`config.mk`:
```
export PLATFORM = sky130hd
export DESIGN_NAME = mem_access_stage
export DESIGN_NICKNAME = d
export VERILOG_FILES = /design/src/rtl/mem_access_stage_pkg.sv /design/src/rtl/mem_access_stage_align.sv /design/src/rtl/mem_access_stage.sv
export SDC_FILE = /design/constraint.sdc
export NUM_CORES = 1
export LEC_CHECK = 0
export CAP_MARGIN = 30
export CORE_ASPECT_RATIO = 0.7
export CORE_MARGIN = 2
export CORE_UTILIZATION = 30
export CTS_CLUSTER_SIZE = 12
export DETAILED_ROUTE_END_ITERATION = 12
export GPL_TIMING_DRIVEN = 0
export HOLD_SLACK_MARGIN = 0.02
export SYNTH_ARGS = -nofsm -noshare
export SYNTH_HDL_FRONTEND = slang
export SYNTH_HIERARCHICAL = 1
export SYNTH_SLANG_ARGS = --single-unit
```
`constraint.sdc`:
```
create_clock -name clk -period 4.6 [get_ports clk]
set_clock_uncertainty 0.15 [all_clocks]
set_input_delay 1.15 -clock clk [delete_from_list [all_inputs] [get_ports clk]]
set_output_delay 1.15 -clock clk [all_outputs]
set_load 0.02 [all_outputs]
```
`src/rtl/mem_access_stage_pkg.sv`:
```
// Pipe_Buf_Reg_PKG: pipeline buffer-register types shared by the MEM stage.
//   ex_mem_reg  - contents of the EX/MEM buffer register
//   mem_wb_reg  - contents of the MEM/WB buffer register
//   mem_state_t - MEM-stage access FSM states
//   F3_*        - load/store func3 encodings
package Pipe_Buf_Reg_PKG;

  typedef enum logic {
    IDLE = 1'b0,
    WAIT = 1'b1
  } mem_state_t;

  localparam logic [2:0] F3_B  = 3'b000;
  localparam logic [2:0] F3_H  = 3'b001;
  localparam logic [2:0] F3_W  = 3'b010;
  localparam logic [2:0] F3_BU = 3'b100;
  localparam logic [2:0] F3_HU = 3'b101;

  typedef struct packed {
    logic        RegWrite;
    logic        MemtoReg;
    logic        MemRead;
    logic        MemWrite;
    logic [1:0]  RWSel;
    logic [31:0] Pc_Imm;
    logic [31:0] Pc_Four;
    logic [31:0] Imm_Out;
    logic [31:0] Alu_Result;
    logic [31:0] RD_Two;
    logic [4:0]  rd;
    logic [2:0]  func3;
    logic [31:0] Curr_Instr;
  } ex_mem_reg;

  typedef struct packed {
    logic        RegWrite;
    logic        MemtoReg;
    logic [1:0]  RWSel;
    logic [31:0] Pc_Imm;
    logic [31:0] Pc_Four;
    logic [31:0] Imm_Out;
    logic [31:0] Alu_Result;
    logic [31:0] MemReadData;
    logic [4:0]  rd;
    logic [31:0] Curr_Instr;
  } mem_wb_reg;

  // func3 encodings that no load/store uses.
  function automatic logic f3_illegal(input logic [2:0] f3);
    return (f3 == 3'b011) || (f3 == 3'b110) || (f3 == 3'b111);
  endfunction

endpackage

```
`src/rtl/mem_access_stage_align.sv`:
```
// load_store_align: combinational sub-word formatting for the MEM stage.
//   func3, a    - access size/sign and byte offset within the word
//   store_data  - register value to be stored
//   rdata       - word returned by data memory
//   be          - store byte enables (caller gates with "is store")
//   wdata       - store data replicated across all lanes of its size
//   load_data   - selected lane, sign- or zero-extended per func3
//   misalign    - offset not aligned to the size, or func3 illegal
module load_store_align
  import Pipe_Buf_Reg_PKG::*;
(
  input  logic [2:0]  func3,
  input  logic [1:0]  a,
  input  logic [31:0] store_data,
  input  logic [31:0] rdata,
  output logic [3:0]  be,
  output logic [31:0] wdata,
  output logic [31:0] load_data,
  output logic        misalign
);

  logic [7:0]  byte_sel;
  logic [15:0] half_sel;

  // Lane selection: byte by full offset, half by the upper offset bit.
  assign byte_sel = rdata[{a, 3'b000} +: 8];
  assign half_sel = rdata[{a[1], 4'b0000} +: 16];

  always_comb begin
    be        = 4'b0000;
    wdata     = 32'h0;
    load_data = 32'h0;
    misalign  = 1'b1;
    case (func3)
      F3_B: begin
        be        = 4'b0001 << a;
        wdata     = {4{store_data[7:0]}};
        load_data = {{24{byte_sel[7]}}, byte_sel};
        misalign  = 1'b0;
      end
      F3_BU: begin
        be        = 4'b0001 << a;
        wdata     = {4{store_data[7:0]}};
        load_data = {24'h0, byte_sel};
        misalign  = 1'b0;
      end
      F3_H: begin
        be        = 4'b0011 << {a[1], 1'b0};
        wdata     = {2{store_data[15:0]}};
        load_data = {{16{half_sel[15]}}, half_sel};
        misalign  = a[0];
      end
      F3_HU: begin
        be        = 4'b0011 << {a[1], 1'b0};
        wdata     = {2{store_data[15:0]}};
        load_data = {16'h0, half_sel};
        misalign  = a[0];
      end
      F3_W: begin
        be        = 4'b1111;
        wdata     = store_data;
        load_data = rdata;
        misalign  = (a != 2'b00);
      end
      default: begin
        misalign = f3_illegal(func3);
      end
    endcase
  end

endmodule

```
`src/rtl/mem_access_stage.sv`:
```
// mem_access_stage: pipelined MEM stage between EX/MEM and MEM/WB.
//   clk, reset              - clock, synchronous active-high reset
//   ex_mem_i/ex_mem_valid_i - incoming instruction (valid=0 is a bubble)
//   mem_stall_o             - combinational; upstream holds ex_mem_i while high
//   mem_wb_o/mem_wb_valid_o - registered MEM/WB contents
//   misalign_o              - one-cycle pulse on misaligned/illegal access
//   dmem_*                  - request/acknowledge data-memory port
// Non-memory ops pass through in one cycle. Aligned memory ops take one
// acceptance cycle (IDLE) plus one or more WAIT cycles ending on dmem_ack_i.
module mem_access_stage
  import Pipe_Buf_Reg_PKG::*;
#(
  parameter int ADDR_W = 9
) (
  input  logic              clk,
  input  logic              reset,
  input  ex_mem_reg         ex_mem_i,
  input  logic              ex_mem_valid_i,
  output logic              mem_stall_o,
  output mem_wb_reg         mem_wb_o,
  output logic              mem_wb_valid_o,
  output logic              misalign_o,
  output logic              dmem_req_o,
  output logic              dmem_we_o,
  output logic [ADDR_W-1:0] dmem_addr_o,
  output logic [3:0]        dmem_be_o,
  output logic [31:0]       dmem_wdata_o,
  input  logic [31:0]       dmem_rdata_i,
  input  logic              dmem_ack_i
);

  mem_state_t  state_reg;
  logic [2:0]  func3_reg;
  logic [1:0]  a_reg;

  logic        is_mem;
  logic        is_store;
  logic [2:0]  al_func3;
  logic [1:0]  al_a;
  logic [3:0]  al_be;
  logic [31:0] al_wdata;
  logic [31:0] al_load_data;
  logic        al_misalign;
  mem_wb_reg   wb_next;

  // MemRead wins when both bits are set.
  assign is_mem   = ex_mem_valid_i && (ex_mem_i.MemRead || ex_mem_i.MemWrite);
  assign is_store = !ex_mem_i.MemRead && ex_mem_i.MemWrite;

  // One formatter serves both phases: in IDLE it sees the incoming op
  // (store lanes, alignment); in WAIT it sees the latched op (load lane).
  assign al_func3 = (state_reg == WAIT) ? func3_reg : ex_mem_i.func3;
  assign al_a     = (state_reg == WAIT) ? a_reg : ex_mem_i.Alu_Result[1:0];

  load_store_align u_align (
    .func3      (al_func3),
    .a          (al_a),
    .store_data (ex_mem_i.RD_Two),
    .rdata      (dmem_rdata_i),
    .be         (al_be),
    .wdata      (al_wdata),
    .load_data  (al_load_data),
    .misalign   (al_misalign)
  );

  // Stall drops in the ack cycle so upstream advances on the same edge
  // that loads mem_wb_o.
  always_comb begin
    mem_stall_o = 1'b0;
    case (state_reg)
      IDLE:    mem_stall_o = is_mem && !al_misalign;
      WAIT:    mem_stall_o = !dmem_ack_i;
      default: mem_stall_o = 1'b0;
    endcase
  end

  // Upstream holds ex_mem_i during WAIT, so pass-through fields can be
  // taken straight from it when the ack arrives.
  always_comb begin
    wb_next             = '0;
    wb_next.RegWrite    = ex_mem_i.RegWrite;
    wb_next.MemtoReg    = ex_mem_i.MemtoReg;
    wb_next.RWSel       = ex_mem_i.RWSel;
    wb_next.Pc_Imm      = ex_mem_i.Pc_Imm;
    wb_next.Pc_Four     = ex_mem_i.Pc_Four;
    wb_next.Imm_Out     = ex_mem_i.Imm_Out;
    wb_next.Alu_Result  = ex_mem_i.Alu_Result;
    wb_next.rd          = ex_mem_i.rd;
    wb_next.Curr_Instr  = ex_mem_i.Curr_Instr;
    wb_next.MemReadData = 32'h0;
    if (state_reg == WAIT) begin
      if (!dmem_we_o) begin
        wb_next.MemReadData = al_load_data;
      end
    end else if (is_mem && al_misalign) begin
      // A faulting access must not write the register file.
      wb_next.RegWrite = 1'b0;
    end
  end

  always_ff @(posedge clk) begin
    if (reset) begin
      state_reg      <= IDLE;
      func3_reg      <= 3'b000;
      a_reg          <= 2'b00;
      mem_wb_o       <= '0;
      mem_wb_valid_o <= 1'b0;
      misalign_o     <= 1'b0;
      dmem_req_o     <= 1'b0;
      dmem_we_o      <= 1'b0;
      dmem_addr_o    <= '0;
      dmem_be_o      <= 4'b0000;
      dmem_wdata_o   <= 32'h0;
    end else begin
      mem_wb_valid_o <= 1'b0;
      misalign_o     <= 1'b0;
      case (state_reg)
        IDLE: begin
          if (is_mem && !al_misalign) begin
            state_reg    <= WAIT;
            func3_reg    <= ex_mem_i.func3;
            a_reg        <= ex_mem_i.Alu_Result[1:0];
            dmem_req_o   <= 1'b1;
            dmem_we_o    <= is_store;
            dmem_addr_o  <= {ex_mem_i.Alu_Result[ADDR_W-1:2], 2'b00};
            dmem_be_o    <= is_store ? al_be : 4'b0000;
            dmem_wdata_o <= is_store ? al_wdata : 32'h0;
          end else begin
            mem_wb_o       <= wb_next;
            mem_wb_valid_o <= ex_mem_valid_i;
            misalign_o     <= is_mem && al_misalign;
          end
        end
        WAIT: begin
          if (dmem_ack_i) begin
            state_reg      <= IDLE;
            dmem_req_o     <= 1'b0;
            mem_wb_o       <= wb_next;
            mem_wb_valid_o <= 1'b1;
          end
        end
        default: state_reg <= IDLE;
      endcase
    end
  end

endmodule
```
==> summary.txt <==
Yosys
  • Number of flops mapped to enable cells by yosys: 0
  • Top_reg_cell synth: dfxtp_1
  • Post-synth ARST share: 0%
  • Cell area after synthesis: 15500 um^2
  • Yosys reg bits: 254
  • Mapped Avg Cell Area: 8.11 um^2
  • Mapped Cells: 1910
  • Synth Warn #: 6
  • Synth unique cells: 54
  • Register area share after synthesis: 32.8%

Clocking
  • Hold buffers post-CTS: 0
  • CTS buffer count: 30
  • Clock Sinks: 254
  • CTS tree: yes
  • Clock tree buffer depth: 3
  • H-tree depth: 1
  • Clock insertion delay at the later pin of the skew report: 580 ps
  • Clk slew on worst S/H paths: 60 ps
  • Clock Root Buffer: clkbuf_16

Global route
  • GR Overflow Total: 0
  • First-pass GRT wire length: 106 mm
  • Initial antenna violation count: 13
  • Largest net degree at the start of global routing: 27
  • GRT Util Overall: 25.1%
  • Vias in the first global route: 17600

Final layout
  • Largest Register: mem_wb_o
  • Final Cell Area: 22200 um^2
  • Largest regs: mem_wb_o: 201 flops, dmem_wdata_o: 32 flops, dmem_addr_o: 7 flops
  • # nets final: 2669
  • Largest register FFs: 201
  • Register area: 5080 um^2
  • Filler cell count: 4918
  • Layout cells sized above 1: 9.36%
  • Multi-input gate area: 9160 um^2
  • Fin util: 43.7%
  • Synthesis-to-finish area growth: 43.4%

Timing
  • RSZ-0062 raised after global routing: no
  • Final min period: 4490 ps
  • Tcrit/Tclk final: 97.7%
  • FMAX: 223 MHz
  • Final number of hold-violating endpoints: 0
  • # setup viols final: 0
  • Final hold slack: 325 ps
  • Slew headroom: 46.1%
  • Final WS setup: 106 ps
  • Max Transition Viols Final: 0
  • Worst slew pin tran: 807 ps

Min path
  • Worst min path class: reg2reg

Floorplanning
  • Core area: 50900 um^2
  • Row cnt: 69
  • Die area: 53500 um^2
  • Die X-Extent: 276 um
  • # IOs: 493
  • Starting Density: 30.4%
  • Die Ht: 194 um

Power
  • Power Density: 326 nW/um^2
  • Leakage: 7.98 nW
  • Max IR drop VDD: 274 uV

Outcome
  • Outcome: completed

Setup path
  • Crit Path Max Fanout: 17
  • Slowest-stage cell, CP: clkdlybuf4s50_1
  • Worst path top cell family by delay: buffers and inverters
  • Critical Path Start Type: input pin
  • Critical Path RT: 3300 ps
  • Buffers & Inverters on Critical Path: 4
  • Worst reg-to-reg setup slack: 1090 ps
  • Worst path cell trace: clkdlybuf4s50_1 > mux2_2 > buf_2 > buf_4 > o31a_1 > o22a_1 > o21ba_4 > nand2_8 > nand2_1 > buf_4
  • Crit. End Element: output pin
  • Most used cell, CP: buf_4
  • Crit path kind: in2out
  • Critical path's largest stage delay: 410 ps
  • CP arrival: 3190 ps

Route
  • Routed WL per cell: 22.9 um
  • Vias/cell: 5.84
  • DR vias: 18300
  • DRT antenna net count: 0
  • DRC violations left: 0
  • Post-Route WL: 71.6 mm
  • Drt pass-1 iters: 5
  • Initial drt markers: 1855

Placed design
  • Number of port buffers: 488
  • Worst slack at placement: -1280 ps
  • Placed inst area: 21200 um^2
  • Dpl hpwl: 52.8 mm
  • Final Wtd Congestion: 0.905

Flow run
  • Max-cap violations: 0
-- cells by family after synthesis --
family	count (synthesis)	share of synthesized area [%]
AOI/OAI and AO/OA	390	16.7
other	1	0.0242
and+or+nand+nor	981	41.1
muxes	15	1.16
DFF	254	32.8
buffers and inverters	269	8.14
-- routing by layer --
layer	track usage (%)	share of wire, %	vias to the layer above
li1	-	-	8364
met1	35.7	45	8949
met2	38.7	45	825
met3	4.79	8.1	115
met4	6.35	2.4	8
met5	0	0.071	-
-- timing repair --
action,CTS,global route
gates resized for setup,10,6
setup buffers,1,1
setup endpoints to repair,1,1
-- cells in the mapped netlist, types with 5 or more instances --
| library cell | instances | area (um^2) |
|---|---|---|
| buf_4 | 16 | 120 |
| and2_1 | 8 | 50.1 |
| and4bb_2 | 60 | 751 |
| buf_2 | 73 | 365 |
| a22o_1 | 36 | 315 |
| nand2_1 | 76 | 285 |
| o21ai_0 | 29 | 145 |
| nor2_1 | 12 | 45.0 |
| clkbuf_1 | 154 | 578 |
| a22oi_1 | 5 | 37.5 |
| nor4bb_1 | 108 | 1080 |
| a21o_1 | 9 | 67.6 |
| a21oi_1 | 68 | 340 |
| o211ai_1 | 15 | 113 |
| a31oi_1 | 168 | 1050 |
| nand4_1 | 169 | 1060 |
| buf_6 | 13 | 146 |
| o32ai_1 | 7 | 61.3 |
| nand3_1 | 348 | 1740 |
| dfxtp_1 | 254 | 5080 |
| a311oi_1 | 32 | 280 |
| nor2b_1 | 132 | 826 |
| nand2b_1 | 5 | 31.3 |
| and2b_1 | 54 | 405 |
| a211oi_1 | 7 | 52.6 |
| mux2_2 | 13 | 146 |
| buf_1 | 9 | 33.8 |
-- power by group --
part / switching, W / total, W / internal [W]
combinational: 0.00126 / 0.00220 / 0.000948
clock: 0.00104 / 0.00244 / 0.00140
sequential: 0.000179 / 0.00259 / 0.00241
total: 0.00248 / 0.00724 / 0.00476
-- layout by cell type (no fill, tap or decap), drive strengths merged, types with 3 or more instances in the layout --
cell type        n
a22o            36
buf            111
inv              3
mux2            13
clkdlybuf4s50  486
nor2            12
a21oi           68
o32ai            7
a31oi          168
dfxtp          254
and2             8
a311oi          32
diode            8
nor4bb         108
a21o             9
nand4          169
and2b           54
a22oi            5
nand2b           6
clkbuf         197
and4bb          60
nor2b          133
clkinv           4
nand2           76
a211oi           7
o21ai           30
o211ai          17
nand3          348
-- path summary, 6_finish.rpt --
kind / startpoint / end / cells after the start
worst max-delay path: ex_mem_i[33] / mem_stall_o / 10
worst min-delay path: dmem_req_o$_SDFFE_PP0P_ / dmem_req_o$_SDFFE_PP0P_ / 2
worst max register to register: state_reg$_SDFF_PP0_ / mem_wb_o[107]$_SDFFE_PP0P_ / 13
worst min register to register: dmem_req_o$_SDFFE_PP0P_ / dmem_req_o$_SDFFE_PP0P_ / 2
-- worst reg2reg max path: stages (launching register included) --
cell,delay (ps)
dfxtp_1,300
buf_4,320
mux2_2,220
buf_2,230
buf_4,240
o31a_1,160
o22a_1,170
buf_4,130
o21bai_1,100
buf_2,350
buf_4,320
clkbuf_1,470
nand3_1,180
nand3_1,110
-- cell type report --
cell class,count,share of cell area [%]
buffer,260,5.53
inverter,3,0.0507
sequential,254,22.9
multi-input combinational,1388,41.3
clock inverter,7,0.394
tap,674,3.80
timing repair buffer,490,22.1
antenna,8,0.0902
clock buffer,45,3.91
-- through the flow --
| stage | TNS [ps] | instances | power [W] |
|---|---|---|---|
| 2_1_floorplan | 0 | 1911 | 0.00374 |
| 3_5_place_dp | -4890 | 3073 | 0.00481 |
| 5_1_grt | 0 | 3126 | 0.00753 |
| 4_1_cts | 0 | 3121 | 0.00726 |
| 6_report | 0 | 3129 | 0.00724 |
| 3_3_place_gp | -5240 | 3073 | 0.00477 |
No activity file was read; power rests on OpenSTA's default activity.
